$ cat src/rtl/popcount_stream_if.sv
// Stream bundle for popcount_stream.
// Carries the word-in handshake (with its data and mode) and the result-out handshake.
// "slave" is the counter's view. "master" is the view of whatever feeds words and takes results.
interface popcount_stream_if #(
    parameter int WIDTH = 32
);
    localparam int CW = $clog2(WIDTH + 1);

    logic             in_valid;
    logic             in_ready;
    logic [WIDTH-1:0] in_data;
    logic             mode;
    logic             out_valid;
    logic             out_ready;
    logic [CW-1:0]    out_count;

    modport slave (
        input  in_valid,
        input  in_data,
        input  mode,
        input  out_ready,
        output in_ready,
        output out_valid,
        output out_count
    );

    modport master (
        output in_valid,
        output in_data,
        output mode,
        output out_ready,
        input  in_ready,
        input  out_valid,
        input  out_count
    );
endinterface

$ cat src/rtl/popcount_stream.sv
// Streaming population counter.
// An accepted word is counted CHUNK bits per clock. The result is then offered on a
// valid/ready output. Every delivered count feeds a saturating running total.
// mode=1 counts zeros: the word is inverted when it is captured.
module popcount_stream #(
    parameter int WIDTH = 32,
    parameter int CHUNK = 8,
    parameter int ACC_W = 16
) (
    input  logic               clk,
    input  logic               rst_n,
    popcount_stream_if.slave   strm,
    input  logic               acc_clr,
    output logic [ACC_W-1:0]   acc_total,
    output logic               acc_sat,
    output logic               busy
);
    localparam int NCH = WIDTH / CHUNK;
    localparam int CW  = $clog2(WIDTH + 1);
    localparam int PW  = $clog2(CHUNK + 1);
    localparam int IW  = (NCH > 1) ? $clog2(NCH) : 1;
    // The sum is one bit wider than the accumulator, so the clamp can see the overflow.
    // It also never truncates a count that is wider than the accumulator.
    localparam int SW  = ((CW > ACC_W) ? CW : ACC_W) + 1;
    localparam logic [ACC_W-1:0] ACC_MAX = {ACC_W{1'b1}};

    typedef enum logic [1:0] {
        S_IDLE  = 2'd0,
        S_COUNT = 2'd1,
        S_DONE  = 2'd2
    } state_t;

    state_t           state_q;
    logic [WIDTH-1:0] data_q;
    logic [IW-1:0]    idx_q;
    logic [CW-1:0]    part_q;
    logic [CW-1:0]    count_q;
    logic [ACC_W-1:0] acc_q;
    logic             sat_q;

    logic [CHUNK-1:0] chunk_w [NCH];
    logic [CHUNK-1:0] cur_chunk;
    logic [PW-1:0]    chunk_pop;
    logic [CW-1:0]    part_d;
    logic [IW-1:0]    idx_d;
    logic [ACC_W-1:0] acc_d;
    logic             sat_d;
    logic [ACC_W-1:0] acc_base;
    logic [SW-1:0]    acc_sum;
    logic             in_hs;
    logic             out_hs;

    // Split the captured word into its chunks. Chunk 0 is the least significant one.
    for (genvar gi = 0; gi < NCH; gi++) begin : g_chunk
        assign chunk_w[gi] = data_q[gi*CHUNK +: CHUNK];
    end

    assign strm.in_ready  = (state_q == S_IDLE);
    assign strm.out_valid = (state_q == S_DONE);
    assign strm.out_count = count_q;
    assign acc_total      = acc_q;
    assign acc_sat        = sat_q;
    assign busy           = (state_q != S_IDLE);

    assign in_hs  = strm.in_valid && (state_q == S_IDLE);
    assign out_hs = strm.out_ready && (state_q == S_DONE);

    // Select the current chunk, count its ones and form the next partial sum and index.
    always_comb begin
        cur_chunk = '0;
        for (int i = 0; i < NCH; i++) begin
            if (idx_q == IW'(i)) begin
                cur_chunk = chunk_w[i];
            end
        end
        chunk_pop = '0;
        for (int i = 0; i < CHUNK; i++) begin
            chunk_pop = chunk_pop + PW'(cur_chunk[i]);
        end
        part_d = part_q + CW'(chunk_pop);
        idx_d  = (idx_q == IW'(NCH - 1)) ? '0 : idx_q + 1'b1;
    end

    // Accumulator next state. A clear that arrives with a handshake empties the total first,
    // then the delivered count is added and the sum is clamped.
    always_comb begin
        acc_d    = acc_q;
        sat_d    = sat_q;
        acc_base = acc_clr ? '0 : acc_q;
        acc_sum  = SW'(acc_base) + SW'(count_q);
        if (out_hs) begin
            if (acc_sum > SW'(ACC_MAX)) begin
                acc_d = ACC_MAX;
                sat_d = 1'b1;
            end else begin
                acc_d = acc_sum[ACC_W-1:0];
                sat_d = acc_clr ? 1'b0 : sat_q;
            end
        end else if (acc_clr) begin
            acc_d = '0;
            sat_d = 1'b0;
        end
    end

    // Control FSM: capture a word, count it chunk by chunk, then hold the result until it is taken.
    always_ff @(posedge clk or negedge rst_n) begin
        if (!rst_n) begin
            state_q <= S_IDLE;
            data_q  <= '0;
            idx_q   <= '0;
            part_q  <= '0;
            count_q <= '0;
        end else begin
            case (state_q)
                S_IDLE: begin
                    if (in_hs) begin
                        data_q  <= strm.mode ? ~strm.in_data : strm.in_data;
                        part_q  <= '0;
                        idx_q   <= '0;
                        state_q <= S_COUNT;
                    end
                end
                S_COUNT: begin
                    part_q <= part_d;
                    idx_q  <= idx_d;
                    if (idx_q == IW'(NCH - 1)) begin
                        count_q <= part_d;
                        state_q <= S_DONE;
                    end
                end
                S_DONE: begin
                    if (out_hs) begin
                        state_q <= S_IDLE;
                    end
                end
                default: state_q <= S_IDLE;
            endcase
        end
    end

    // Running total of delivered counts with a sticky saturation flag.
    always_ff @(posedge clk or negedge rst_n) begin
        if (!rst_n) begin
            acc_q <= '0;
            sat_q <= 1'b0;
        end else begin
            acc_q <= acc_d;
            sat_q <= sat_d;
        end
    end
endmodule
$ cat src/flat_wrapper.sv
// flat-port wrapper written by rule: the top's interface ports become plain ports
module popcount_stream_flat 
#(
    parameter int WIDTH = 32,
    parameter int CHUNK = 8,
    parameter int ACC_W = 16
)
  (clk, rst_n, acc_clr, acc_total, acc_sat, busy, strm_in_valid, strm_in_data, strm_mode, strm_out_ready, strm_in_ready, strm_out_valid, strm_out_count);
  popcount_stream_if #(.WIDTH(WIDTH)) strm_i ();
  input  logic clk;
  input  logic rst_n;
  input  logic acc_clr;
  output logic [ACC_W-1:0] acc_total;
  output logic acc_sat;
  output logic busy;
  input wire logic [$bits(strm_i.in_valid)-1:0] strm_in_valid;
  input wire logic [$bits(strm_i.in_data)-1:0] strm_in_data;
  input wire logic [$bits(strm_i.mode)-1:0] strm_mode;
  input wire logic [$bits(strm_i.out_ready)-1:0] strm_out_ready;
  output wire logic [$bits(strm_i.in_ready)-1:0] strm_in_ready;
  output wire logic [$bits(strm_i.out_valid)-1:0] strm_out_valid;
  output wire logic [$bits(strm_i.out_count)-1:0] strm_out_count;
  assign strm_i.in_valid = strm_in_valid;
  assign strm_i.in_data = strm_in_data;
  assign strm_i.mode = strm_mode;
  assign strm_i.out_ready = strm_out_ready;
  assign strm_in_ready = strm_i.in_ready;
  assign strm_out_valid = strm_i.out_valid;
  assign strm_out_count = strm_i.out_count;
  popcount_stream #(.WIDTH(WIDTH), .CHUNK(CHUNK), .ACC_W(ACC_W)) u_core (.clk(clk), .rst_n(rst_n), .strm(strm_i), .acc_clr(acc_clr), .acc_total(acc_total), .acc_sat(acc_sat), .busy(busy));
endmodule
$ cat config.mk
export PLATFORM = sky130hd
export DESIGN_NAME = popcount_stream_flat
export DESIGN_NICKNAME = d
export VERILOG_FILES = /design/src/rtl/popcount_stream_if.sv /design/src/rtl/popcount_stream.sv /design/src/flat_wrapper.sv
export SDC_FILE = /design/constraint.sdc
export NUM_CORES = 1
export LEC_CHECK = 0
export BUFFER_PORTS_ARGS = -buffer_cell sky130_fd_sc_hd__buf_2
export CORE_MARGIN = 2
export CORE_UTILIZATION = 50
export CTS_CLUSTER_SIZE = 10
export DETAILED_ROUTE_END_ITERATION = 12
export PLACE_DENSITY = 0.72
export SYNTH_ARGS = -nofsm -noshare
export SYNTH_HDL_FRONTEND = slang
export SYNTH_SLANG_ARGS = --single-unit
export TNS_END_PERCENT = 20
$ cat constraint.sdc
create_clock -name clk -period 9.1 [get_ports clk]
set_input_delay 0 -clock clk [delete_from_list [all_inputs] [get_ports clk]]
set_output_delay 0 -clock clk [all_outputs]
set_load 0.01 [all_outputs]
==> metrics.yaml <==
status: "finished, final reports clean"
powerDensity_nw_per_um2: 345
numCtsBuffers: 9
synth_top_family_by_area: "simple AND/OR/NAND/NOR gates"
grt_remaining_overflow: 0
cts_resized: 0
fp-row-count: 31
postCtsSetupBuffers: 0
cts_max_path_buffers: 2
finalWorstSetupSlack_ns: 4.16
critPathArrivalTime_ns: 5.15
path_class: "reg -> reg"
grt_use_total_pct: 20.6
start_util_pct: 52.1
fin_crit_ns: 4.94
worstPathCellList: "inv_1, ha_1, nand3b_1, a21oi_1, a21oi_1, o21ai_0, ha_1, inv_1, fa_1, fa_1, fa_1, fa_1, inv_1, fa_1, nand2_1, nand2_1, a21oi_1, xor2_1, o21ai_0"
synth-xor-area-share_pct: 9.91
nNetsFinal: 559
synth_fa_ha_area_share_pct: 8.76
vias: 3122
ant_nets: 0
ys.warnings.count: 0
startpoint_type: "flop"
die_w_um: 91.2
min_period_over_period_pct: 54.3
htree_levels: 3
drc: 0
rsz0062_at_grt: "false"
p_comb_share_pct: 52.9
cts_tree: "yes"
vias_per_cell: 5.19
worstMarginPinSlew_ns: 1.01
clk_latency_ns: 0.34
area_growth_syn_to_layout_pct: 24.5
worst_setup_path_end_kind: "flop"
cpPeakStageDelay_ns: 0.53
worst-path-buf-inv: 3
wire_per_inst_um: 13.4
synth_seq_cells: 65
io_pins: 64
clock_power_share_pct: 18.3
slew_headroom_pct: 32.5
diodes: 0
ys_seq_area_share_pct: 42.8
synth.top_cell.area_share_pct: 42.8
dp_hpwl_um: 5580
drv_cap: 0
switchingPower_w: 0.000678
yosysTopAreaCell: "dfrtp_1"
routabilityCongestion: 0.923
grt_pass1_wl_um: 13600
dp_slack_ns: 4.15
cp_max_fo: 16
final-max-slew-violation-count: 0
whs_ns: 0.0213
coreArea_um2: 7290
final_hold_viol_count: 0
dieArea_um2: 8310
netlist_area_um2: 3800
synthesis.nets: 473
critPathRequiredTime_ns: 9.31
fmax_mhz: 202
yosys-top-cells-area: "dfrtp_1 (43%), xnor2_1 (9.5%), nand2_1 (7.2%)"
ir_drop_uv: 226
synth_ff_type: "dfrtp_1"
muxShareOfSynthArea_pct: 1.38
dr.pass1.iters: 4
synth_top_cells_by_count: "nand2_1 (73), dfrtp_1 (65), o21ai_0 (54), xnor2_1 (41), a21oi_1 (30)"
synth_edf_count: 0
dieHeight_um: 91.2
swShare_pct: 41.5
cellLeakagePower_nw: 2.24
hold_path_class: "in -> reg"
port_buffers: 63
yosysMostFrequentCell: "nand2_1"
fill_cells: 636
root_buffer: "clkbuf_8"
ff2ff_setup_slack_ns: 4.16
clock_sinks: 65
synthCells: 412
synth_compound_area_share_pct: 15.6
ys_types: 46
finalSetupTns_ns: 0
crit_path_frequent_cell: "fa_1"
setup-violations-final: 0
drive_gt1_share_pct: 18.1
antenna_found_initial: 0
worst_clock_skew_ns: 0.00696
crit_family: "adder cells"
pwr-share-seq_pct: 28.8
clkSlewWorstSetupHoldPaths_ns: 0.07
intPower_w: 0.000955
grt_max_degree: 70
cpMaxStageDelayCell: "fa_1"
synthArstFlopShare_pct: 100
synth-simple-area-share_pct: 17.2
first_iter_violations: 135
syn_avg_cell_area_um2: 9.22
routed_wl_um: 8080
grt_pass1_vias: 3063
layer usage:
metal	vias up	GRT usage, %	wire length (um)	share of wire [%]
met4	0	12.8	267	3.3
met2	78	34.1	3880	48
met1	1452	24.9	3640	45
met5	-	0	0	0
li1	1570	-	-	-
met3	22	3.57	298	3.7
cell type report:
type / instances / area, um^2 / share of cell area, %
Multi-Input combinational cell: 308 / 2010 / 42.5
Sequential cell: 65 / 1630 / 34.4
Timing Repair Buffer: 98 / 663 / 14.0
Clock buffer: 11 / 141 / 2.99
Tap cell: 99 / 124 / 2.62
Clock inverter: 5 / 103 / 2.17
Inverter: 16 / 60.1 / 1.27
final timing paths:
| check | start | to | cells past startpoint |
|---|---|---|---|
| hold / removal | acc_clr | u_core.acc_total[12] | 2 |
| max in group asynchronous | rst_n | u_core.data_q[28] | 3 |
| setup / recovery | u_core.idx_q[1] | u_core.strm.out_count[4] | 19 |
| hold reg to reg | u_core.data_q[31] | u_core.data_q[31] | 2 |
| min in group asynchronous | rst_n | u_core.acc_total[12] | 3 |
| setup reg to reg | u_core.idx_q[1] | u_core.strm.out_count[4] | 19 |
metrics by stage:
stage	utilization [%]	std cells	total power [W]	area, um^2
floorplan	-	412	0.00112	3800
global placement	56.8	552	0.00129	4150
detailed placement	56.8	552	0.00134	4150
CTS	64.9	602	0.00166	4730
global route	64.9	602	0.00181	4730
finish	64.9	602	0.00163	4730
power groups by stage:
stage	Sequential (W)	Clock, W	Combinational, W
3_5_place_dp	0.000475	0	0.000863
3_3_place_gp	0.000471	0	0.000814
2_1_floorplan	0.000454	0	0.000662
4_1_cts	0.000470	0.000306	0.000880
5_1_grt	0.000482	0.000317	0.00101
6_report	0.000470	0.000299	0.000864
repair_timing:
| action | CTS | global route |
|---|---|---|
| endpoints found under the setup margin | 0 | 0 |
| hold buffers | 34 | 0 |
| hold endpoints to repair | 98 | 0 |
layout by cell type, fill, tap and decap left out, types with 2 or more instances in the layout:
cell type      instances
bufinv_16              3
nand4_1                2
clkbuf_8              10
o211ai_1               6
a211oi_1               2
nor2_1                12
nor3_1                 4
o21a_1                 2
ha_1                  17
xnor2_1               41
nand3b_1               8
o31ai_1                2
and3_1                 4
nor2b_1                8
a31oi_1                2
xor2_1                 2
fa_1                   6
inv_1                 16
nand2b_1               2
mux2i_1                3
dlygate4sd3_1         34
nand3_1                7
nand2_1               72
a21oi_1               30
and2_1                 2
dfrtp_1               65
buf_2                 63
o21ai_0               54
sequential cells by signal, indices dropped and copies added, names as in the netlist:
name	cells
u_core.data_q	32
u_core.acc_total	16
u_core.part_q	6
u_core.strm.out_count	6
u_core.idx_q	2
u_core.state_q	2
u_core.acc_sat	1
kinds of logic after synthesis:
family / after synthesis
and+or+nand+nor: 131
AOI/OAI and AO/OA: 106
DFF: 65
xor gates and xnor gates: 43
buffers and inverters: 39
adders and majority gates: 23
muxes: 5
(Power assumes the default switching activity.)
